<file path="src/rtl/fpu_round.sv">
// Binary32 rounding stage: S1 decides the increment and applies it via 4-bit lookahead slices,
// S2 renormalizes, detects overflow and packs the result behind a valid/ready handshake.
module fpu_round (
   input  logic        i_clk,
   input  logic        i_rst_n,
   input  logic        i_in_valid,
   output logic        o_in_ready,
   input  logic        i_in_sign,
   input  logic [7:0]  i_in_exp,
   input  logic [23:0] i_in_mant,
   input  logic [2:0]  i_in_grs,
   input  logic [1:0]  i_in_rmode,
   output logic        o_out_valid,
   input  logic        i_out_ready,
   output logic [31:0] o_out_result,
   output logic        o_out_ovf,
   output logic        o_out_inexact
);

   localparam logic [1:0] RM_RNE = 2'b00;
   localparam logic [1:0] RM_RTZ = 2'b01;
   localparam logic [1:0] RM_RUP = 2'b10;
   localparam logic [1:0] RM_RDN = 2'b11;

   logic        r_s1_valid;
   logic        r_s1_sign;
   logic [7:0]  r_s1_exp;
   logic [24:0] r_s1_mi;
   logic        r_s1_inexact;
   logic        r_s1_special;
   logic [1:0]  r_s1_rmode;

   logic        r_out_valid;
   logic [31:0] r_out_result;
   logic        r_out_ovf;
   logic        r_out_inexact;

   logic        w_s2_en;
   logic        w_s1_en;
   logic        w_special;
   logic        w_any;
   logic        w_inc_mode;
   logic        w_inc;
   logic [6:0]  w_carry;
   logic [23:0] w_sum;

   assign w_s2_en    = !r_out_valid | i_out_ready;
   assign w_s1_en    = !r_s1_valid | w_s2_en;
   assign o_in_ready = w_s1_en;

   assign w_special = (i_in_exp == 8'hFF);
   assign w_any     = |i_in_grs;

   always_comb begin
      w_inc_mode = 1'b0;
      case (i_in_rmode)
         RM_RNE:  w_inc_mode = i_in_grs[2] & (i_in_grs[1] | i_in_grs[0] | i_in_mant[0]);
         RM_RTZ:  w_inc_mode = 1'b0;
         RM_RUP:  w_inc_mode = !i_in_sign & w_any;
         RM_RDN:  w_inc_mode = i_in_sign & w_any;
         default: w_inc_mode = 1'b0;
      endcase
   end

   assign w_inc      = w_inc_mode & !w_special;
   assign w_carry[0] = w_inc;

   // Each slice propagates its carry-in across the prefix of ones below each bit.
   for (genvar g = 0; g < 6; g++) begin : g_slice
      logic [3:0] w_a;
      logic       w_c;
      assign w_a = i_in_mant[4*g +: 4];
      assign w_c = w_carry[g];
      assign w_sum[4*g +: 4] = {w_a[3] ^ (w_c & w_a[0] & w_a[1] & w_a[2]),
                                w_a[2] ^ (w_c & w_a[0] & w_a[1]),
                                w_a[1] ^ (w_c & w_a[0]),
                                w_a[0] ^ w_c};
      assign w_carry[g+1] = w_c & (&w_a);
   end

   always_ff @(posedge i_clk) begin
      if (!i_rst_n) begin
         r_s1_valid   <= 1'b0;
         r_s1_sign    <= 1'b0;
         r_s1_exp     <= 8'h00;
         r_s1_mi      <= 25'h0;
         r_s1_inexact <= 1'b0;
         r_s1_special <= 1'b0;
         r_s1_rmode   <= 2'b00;
      end else if (w_s1_en) begin
         r_s1_valid <= i_in_valid;
         if (i_in_valid) begin
            r_s1_sign    <= i_in_sign;
            r_s1_exp     <= i_in_exp;
            r_s1_mi      <= {w_carry[6], w_sum};
            r_s1_inexact <= w_any & !w_special;
            r_s1_special <= w_special;
            r_s1_rmode   <= i_in_rmode;
         end
      end
   end

   logic [8:0]  w_exp9;
   logic [22:0] w_frac;
   logic        w_ovf;
   logic        w_to_inf;
   logic [31:0] w_result;
   logic        w_inexact;

   always_comb begin
      w_exp9 = {1'b0, r_s1_exp};
      w_frac = r_s1_mi[22:0];
      if (r_s1_mi[24]) begin
         w_exp9 = {1'b0, r_s1_exp} + 9'd1;
         w_frac = r_s1_mi[23:1];
      end else if (r_s1_exp == 8'h00 && r_s1_mi[23]) begin
         w_exp9 = 9'd1;
      end
   end

   always_comb begin
      w_to_inf = 1'b0;
      case (r_s1_rmode)
         RM_RNE:  w_to_inf = 1'b1;
         RM_RTZ:  w_to_inf = 1'b0;
         RM_RUP:  w_to_inf = !r_s1_sign;
         RM_RDN:  w_to_inf = r_s1_sign;
         default: w_to_inf = 1'b0;
      endcase
   end

   // Specials carry exponent 255 too, so they must be excluded from the overflow test.
   assign w_ovf = !r_s1_special && (w_exp9 >= 9'd255);

   always_comb begin
      w_result  = {r_s1_sign, w_exp9[7:0], w_frac};
      w_inexact = r_s1_inexact;
      if (r_s1_special) begin
         w_result  = {r_s1_sign, 8'hFF, r_s1_mi[22:0]};
         w_inexact = 1'b0;
      end else if (w_ovf) begin
         w_result  = w_to_inf ? {r_s1_sign, 8'hFF, 23'h0} : {r_s1_sign, 8'hFE, 23'h7FFFFF};
         w_inexact = 1'b1;
      end
   end

   always_ff @(posedge i_clk) begin
      if (!i_rst_n) begin
         r_out_valid   <= 1'b0;
         r_out_result  <= 32'h0;
         r_out_ovf     <= 1'b0;
         r_out_inexact <= 1'b0;
      end else if (w_s2_en) begin
         r_out_valid <= r_s1_valid;
         if (r_s1_valid) begin
            r_out_result  <= w_result;
            r_out_ovf     <= w_ovf;
            r_out_inexact <= w_inexact;
         end
      end
   end

   assign o_out_valid   = r_out_valid;
   assign o_out_result  = r_out_result;
   assign o_out_ovf     = r_out_ovf;
   assign o_out_inexact = r_out_inexact;

endmodule

</file>
<file path="config.mk">
export PLATFORM = sky130hd
export DESIGN_NAME = fpu_round
export DESIGN_NICKNAME = d
export VERILOG_FILES = /design/src/rtl/fpu_round.sv
export SDC_FILE = /design/constraint.sdc
export NUM_CORES = 1
export LEC_CHECK = 0
export CORE_AREA = 2 2 88 90
export CTS_CLUSTER_DIAMETER = 120
export DETAILED_ROUTE_END_ITERATION = 6
export DIE_AREA = 0 0 90 92
export PLACE_DENSITY = 0.81
export REMOVE_ABC_BUFFERS = 1
export SLEW_MARGIN = 20
export SYNTH_ARGS = -nofsm -noshare
export SYNTH_HDL_FRONTEND = slang
export SYNTH_SLANG_ARGS = --single-unit
export TNS_END_PERCENT = 50
</file>
<file path="constraint.sdc">
create_clock -name i_clk -period 4.6 [get_ports i_clk]
set_clock_uncertainty 0.1 [all_clocks]
set_input_delay 1.38 -clock i_clk [delete_from_list [all_inputs] [get_ports i_clk]]
set_output_delay 1.38 -clock i_clk [all_outputs]
set_load 0.05 [all_outputs]
</file>
# After elaboration in Yosys (flattened, before gate mapping)

Index checks and enable logic that the tools add are counted.

$add $sub $neg: 1
Multipliers: 0
Divide/modulo/power cells: 0
$lt $le $gt $ge: 1
Equal/unequal tests: 7
Shift operators: 0
Multiplexer cells: 10
Bitwise operators: 57
Reductions and logical operators: 20

Operators with widths:

| operator            | count |
|---|---|
| $mux 31             | 2 |
| $and 1x1->1         | 29 |
| $mux 24             | 1 |
| $reduce_and 4->1    | 6 |
| $xor 1x1->1         | 24 |
| $mux 23             | 1 |
| $add 8x1->9 const B | 1 |
| $ge 9x8->1 const B  | 1 |
| $mux 9              | 1 |
| $eq 2x2->1 const B  | 4 |
| $eq 8x8->1 const B  | 1 |
| $logic_not 8->1     | 1 |
| $mux 8              | 1 |
| $pmux 1 s4          | 2 |
| $logic_not 1->1     | 6 |
| $eq 2x1->1 const B  | 2 |
| $logic_not 2->1     | 2 |
| $or 1x1->1          | 4 |
| $reduce_and 2->1    | 2 |
| $reduce_or 3->1     | 1 |
| $logic_and 1x1->1   | 2 |
| $mux 1              | 2 |

Register bits after elaboration: 74
Bits in latches: 0
Memory bits (writable): 0
Memory bits (read-only): 0
Input port bits: 42
Output and inout port bits: 36
Logic and storage cells: 107
Memories kept: 0

# Longest topological paths before layout

Gate-level depths: netlist of the first run.

Word-level depth: 14
Depth in mapped cells: 11
Mapped depth without buffers: 11

# Worst setup path before layout of the first run

OpenSTA, ideal clock, no wires.

Kind: input to register
Start point: input port i_in_rmode[1]
End point: register r_s1_mi[23]
Library setup time: 0.116 ns
Data arrival time: 3.445 ns
Data required time: 4.384 ns
Setup slack: 0.939 ns
Cell stages on the path: 10
Buffers on the path: 0
Cells stage by stage: nor4b_1 > a31oi_1 > or4_1 > nor4_1 > ha_1 > ha_1 > ha_1 > xnor2_1 > nand2_1 > o211a_1

Word-level cells in the longest chain between the ends: 12
Elaborated cells between the ends (all ways): 15
Those cells by class: eq/ne: 3; mux: 1; bitwise: 10; reduce/logical: 1

Ends and longest elaborated chain:

| what                                     | RTL line | text |
|---|---|---|
| start: declaration                       | 12       | `input logic [1:0] i_in_rmode,` |
| $eq 2x2->1, or another cell as far along | 56       | `case (i_in_rmode)` |
| $pmux 1 s4 (*)                           | 56       |  |
| $and 1x1->1 (*)                          | 65       | `assign w_inc = w_inc_mode & !w_special;` |
| $and 1x1->1 (*) (5 in series)            | 78       | `assign w_carry[g+1] = w_c & (&w_a);` |
| $and 1x1->1 (*) (3 in series)            | 74       | `assign w_sum[4*g +: 4] = {w_a[3] ^ (w_c & w_a[0] & w_a[1] & w_a[2]),` |
| $xor 1x1->1 (*)                          | 74       |  |
| end signal: assignment                   | 95       | `r_s1_mi <= {w_carry[6], w_sum};` |
| end: declaration                         | 28       | `logic [24:0] r_s1_mi;` |

Every way passes the cells marked *; elsewhere a longest branch is shown, timed or not.
A chain may end at the register's enable or synchronous reset.

# Final worst setup path of the first run

Start point: input port i_in_mant[0]
End point: register r_s1_mi[23]

Word-level cells in the longest chain between the ends: 13
Elaborated cells between the ends (all ways): 14
Those cells by class: mux: 1; bitwise: 12; reduce/logical: 1

Ends and longest elaborated chain:

| what                          | RTL line | text |
|---|---|---|
| start: declaration            | 10       | `input logic [23:0] i_in_mant,` |
| $or 1x1->1                    | 57       | `RM_RNE: w_inc_mode = i_in_grs[2] & (i_in_grs[1] \| i_in_grs[0] \| i_in_mant[0]);` |
| $and 1x1->1                   | 57       |  |
| $pmux 1 s4                    | 56       |  |
| $and 1x1->1                   | 65       |  |
| $and 1x1->1 (*) (5 in series) | 78       |  |
| $and 1x1->1 (*) (3 in series) | 74       |  |
| $xor 1x1->1 (*)               | 74       |  |

Marked as above.

==> results.toml, run 1 <==
[outcome]
status = "finished clean"

[synthesis]
netlist_top_cells_count = "nand2_1 (79), dfxtp_1 (74), a21boi_1 (33)"
async_flop_share = 0
synth-seq-cells = 74
syn_avg_cell_area_um2 = 8.67
ys_types = 46
syn-cell-area_um2 = 3610
synthFlopType = "dfxtp_1"
synth-seq-area-share = 0.411
synth-edff-count = 0
yosysTopAreaCellShare = 0.411
synth.most_common_cell = "nand2_1"
synth_top_cell_by_area = "dfxtp_1"
synth_cells = 416
yosys_warnings = 0
synthTopCellsByArea = "dfxtp_1 (41%), nand2_1 (8.2%), ha_1 (6.9%)"

[power_and_ir_drop]
p_per_area_nw_per_um2 = 342
p_leak_uw = 0.00176
peakVddDrop_mv = 0.206

[global_routing]
globalRouteMet2Util = 0.370
grtUsageMet1 = 0.277
first_global_vias = 3219
use_met3 = 0.0427
grt_max_degree = 40
antenna_found_initial = 0
top_usage_layer = "met2"
grt_overflow = 0
grt_pass1_wl_um = 15000
grt_util_all_layers = 0.221

[drt]
wl_um = 8800
detail_route.vias_per_cell = 5.76
drtIter0Drc = 170
drtAntennaViolNets = 0
vias = 3362
firstDrtPassIters = 6
drc = 0
wire_per_inst_um = 15.1

[floorplan]
ioPinCount = 78
initial_utilization = 0.485
core_area_um2 = 7450
rows = 32
die_height_um = 92
fp.dieW_um = 90
dieArea_um2 = 8280

[sta]
tns_ns = 0
setup_viol = 0
worst_slew_pin_slew_ns = 0.779
finalHoldViolations = 0
fmax_ghz = 0.241
final-max-slew-violation-count = 0
period_share = 0.904
fin_crit_ns = 4.16
worst_slack_ns = 0.443
maxSlewHeadroom = 0.480
rsz0062_at_grt = "false"

[setup_path]
cp_slowest_cell = "or4_1"
start_kind = "input port"
slowest_delay_ns = 0.64
crit_arrival_ns = 4.30
critPathMostFrequentCell = "ha_1"
crit_required_ns = 4.74
worstPathCellList = "clkdlybuf4s50_1 > nor3_1 > nor4b_1 > a31oi_1 > or4_1 > nor4_1 > ha_1 > ha_1 > ha_1 > xnor2_1 > nand2_1 > o211a_1"
worst-path-buf-inv = 1
crit_path_max_fanout = 4
crit_family = "simple AND/OR/NAND/NOR gates"
crit_path_end_kind = "register"
crit_type = "in2reg"

[layout]
fin_nets = 540
drive_gt1_frac = 0.0643
area_growth_pct = 28.7
antenna_cells = 0

[placed_design]
dp_hpwl_um = 6200
dp_slack_ns = 0.0922
globalplace.congestion = 0.854
io_buffers = 77

[clock_tree]
worstSkewPairLatency_ns = 0.35
ctsHoldBuffers = 0
cts_buffers = 9
post-cts-setup-buffers = 0
postCtsResizedCells = 0
cts_tree = "yes"
cts-htree-levels = 3
clk_pin_slew_ns = 0.08
clockBufferDepth = 2
cts_num_sinks = 74
cts_root_buf = "clkbuf_8"

[flow_run]
max-cap-violations = 0

[hold_path]
hp-class = "reg2reg"
## cell type report
| class | instances | area (um^2) |
|---|---|---|
| clock buffers | 10 | 138 |
| clock inverters | 5 | 103 |
| fillers | 653 | 2800 |
| inverters | 4 | 15.0 |
| multi-input cells | 306 | 1970 |
| flip-flops and latches | 74 | 1480 |
| well taps | 102 | 128 |
| repair buffers | 83 | 808 |
## per-layer routing
metal,wire length [um],part of all wire
met5,0,0
met3,484,0.055
met4,140,0.016
met2,4170,0.47
met1,4010,0.46
## report_power, final
part	internal [uW]	switching, uW
sequential	680	29.0
combinational	113	156
clock	371	237
## metrics by stage
| step | cell area, um^2 | hold slack [ns] | util | total power, uW | std cells |
|---|---|---|---|---|---|
| global placement | 4400 | 0.351 | 0.591 | 986 | 569 |
| floorplan | 3460 | 0.335 | - | 872 | 384 |
| detailed placement | 4400 | 0.354 | 0.591 | 992 | 569 |
| global route | 4640 | 0.391 | 0.624 | 1650 | 584 |
| finish | 4640 | 0.361 | 0.624 | 1590 | 584 |
| CTS | 4640 | 0.365 | 0.623 | 1600 | 584 |
## flip-flops by register name, summed over array words and instances (netlist names)
| name | count |
|---|---|
| r_s1_rmode | 2 |
| o_out_valid | 1 |
| o_out_inexact | 1 |
| r_s1_inexact | 1 |
| r_s1_sign | 1 |
| o_out_ovf | 1 |
| r_s1_exp | 8 |
| o_out_result | 32 |
| r_s1_special | 1 |
| r_s1_mi | 25 |
| r_s1_valid | 1 |
## cells in the final DEF (no fill, tap or decap), types with 6 or more instances in the layout
master,Yosys,final
nand2_1,79,79
clkdlybuf4s50_1,0,75
dfxtp_1,74,74
a21boi_1,33,33
o21ai_0,30,30
a21oi_1,26,26
a32oi_1,21,21
ha_1,20,20
nand4_1,10,10
xnor2_1,10,10
clkbuf_8,0,10
nor2_1,9,9
o211a_1,8,8
buf_4,1,7
a31oi_1,6,6
## logic make-up (layout without fill, tap and decap cells)
family	count (synthesis)	in the layout	synth area share
and+or+nand+nor	129	129	0.165
xor gates and xnor gates	11	11	0.0267
adders and majority gates	20	20	0.0693
AOI/OAI and AO/OA	143	143	0.276
buffers and inverters	36	102	0.0440
muxes	3	3	0.00867
DFF	74	74	0.411
## path summary, 6_finish.rpt
| kind | startpoint | endpoint | slack (ns) | cells past startpoint |
|---|---|---|---|---|
| worst max-delay path | i_in_mant[0] | r_s1_mi[23] | 0.44 | 12 |
| worst min-delay path | o_out_result[31] | o_out_result[31] | 0.36 | 2 |
| worst max register to register | r_s1_mi[24] | o_out_result[10] | 1.90 | 6 |
| worst min register to register | o_out_result[31] | o_out_result[31] | 0.36 | 2 |
## worst register-to-register path, delay by kind of cell (launching register included)
kind,cells,cell delay (ns)
AOI/OAI and AO/OA,3,0.90
DFF,1,0.65
and+or+nand+nor,2,0.49
xor gates and xnor gates,1,0.43
Power figures use the tool's default switching activity.
==> run 2, diff against run 1 <==
Settings changed: CORE_AREA 2 2 88 90 to 2 2 79 81, DIE_AREA 0 0 90 92 to 0 0 81 83, DONT_BUFFER_PORTS set to 1, PLACE_DENSITY 0.81 to 0.8.
Clock period 4.6 ns to 5.3 ns, I/O delays scaled along.
==> run 2 against run 1 <==
Die area shrank 19%. Combinational power shrank 64%. First-iteration DRC count grew 21%. Critical path depth shrank 10. Hold slack gained 0.014 ns. Sequential power shrank 4.8%. Total power shrank 23%. Via count shrank 9.3%. Critical path type is now in2out. Highest routed layer unchanged.
==> results.toml, run 2 (synthesis gave the netlist of run 1 again) <==
[outcome]
status = "finished clean"

[flow_run]
max-cap-violations = 0

[clock_tree]
cts_buffers = 9
post-cts-setup-buffers = 0
cts_root_buf = "clkbuf_8"
worstSkewPairLatency_ns = 0.35
clk_pin_slew_ns = 0.07
ctsHoldBuffers = 0
cts-htree-levels = 3
cts_num_sinks = 74
clockBufferDepth = 2
postCtsResizedCells = 0
cts_tree = "yes"

[drt]
drc = 0
wl_um = 8380
wire_per_inst_um = 17.5
firstDrtPassIters = 4
drtIter0Drc = 206
drtAntennaViolNets = 0
detail_route.vias_per_cell = 6.38
vias = 3050

[global_routing]
first_global_vias = 2868
grt_util_all_layers = 0.255
grt_max_degree = 77
antenna_found_initial = 0
grt_overflow = 0
grt_pass1_wl_um = 13400

[layout]
final_common_cell = "nand2_1"
largest_register_ffs = 32
fin_util = 0.650
fin_nets = 460
final_cell_mix = "nand2_1 (79), dfxtp_1 (74), a21boi_1 (33), o21ai_0 (30), a21oi_1 (26)"
area_growth_pct = 4.79
drive_gt1_frac = 0.0571
antenna_cells = 0

[setup_path]
crit_path_max_fanout = 5
crit_arrival_ns = 2.27
crit_type = "in2out"
crit_family = "simple AND/OR/NAND/NOR gates"
worst-path-buf-inv = 0
crit_path_end_kind = "primary output"
start_kind = "input port"
cp_slowest_cell = "nand2_1"
crit_required_ns = 3.61
slowest_delay_ns = 0.41
worstPathCellList = "nor2b_1 > nand2_1"

[power_and_ir_drop]
p_leak_uw = 0.00144
power_uw = 1220
peakVddDrop_mv = 0.235
p_per_area_nw_per_um2 = 323

[sta]
setup_viol = 0
final-max-slew-violation-count = 0
rsz0062_at_grt = "false"
fmax_ghz = 0.253
maxSlewHeadroom = 0.438
fin_crit_ns = 3.96
tns_ns = 0
period_share = 0.746
finalHoldViolations = 0
worst_slew_pin_slew_ns = 0.843

[hold_path]
hp-class = "reg2reg"

[floorplan]
dieArea_um2 = 6720
initial_utilization = 0.620
rows = 28
ioPinCount = 78
die_height_um = 83
core_area_um2 = 5820
fp.dieW_um = 81

[placed_design]
dp_hpwl_um = 5520
globalplace.congestion = 0.934
io_buffers = 0
-- run 2: layer usage --
metal	GRT usage	up-vias	wire [um]	part of all wire
met3	0.0620	19	563	0.067
li1	-	1485	-	-
met5	0	-	0	0
met4	0.133	0	195	0.023
met1	0.313	1452	3500	0.42
met2	0.407	94	4120	0.49
-- run 2: final timing paths --
kind	slack, ns	start	end	cells after the start
max	1.34	i_out_ready	o_in_ready	2
min	0.38	r_s1_rmode[1]	r_s1_rmode[1]	2
max reg2reg	2.35	o_out_valid	r_s1_mi[24]	6
min reg2reg	0.38	r_s1_rmode[1]	r_s1_rmode[1]	2
-- run 2: final cells by class --
class,count,area [um^2]
Multi-Input combinational cell,306,1970
Fill cell,492,2030
Sequential cell,74,1480
Clock buffer,14,163
Tap cell,75,93.8
Inverter,4,15.0
Clock inverter,2,35.0
Timing Repair Buffer,3,22.5
-- run 2: power breakdown --
part | internal, uW | switching [uW]
Clock | 243 | 206
Sequential | 590 | 85.4
Combinational | 45.0 | 52.1
-- run 2: through the flow --
step                      worst slack [ns]  hold slack, ns  cell area [um^2]  cells
after floorplan                       1.39           0.335              3460    384
after global placement                1.28           0.350              3580    462
after detailed placement              1.12           0.365              3580    462
after CTS                             1.34           0.375              3780    478
after global routing                  1.30           0.386              3780    478
final                                 1.34           0.376              3780    478
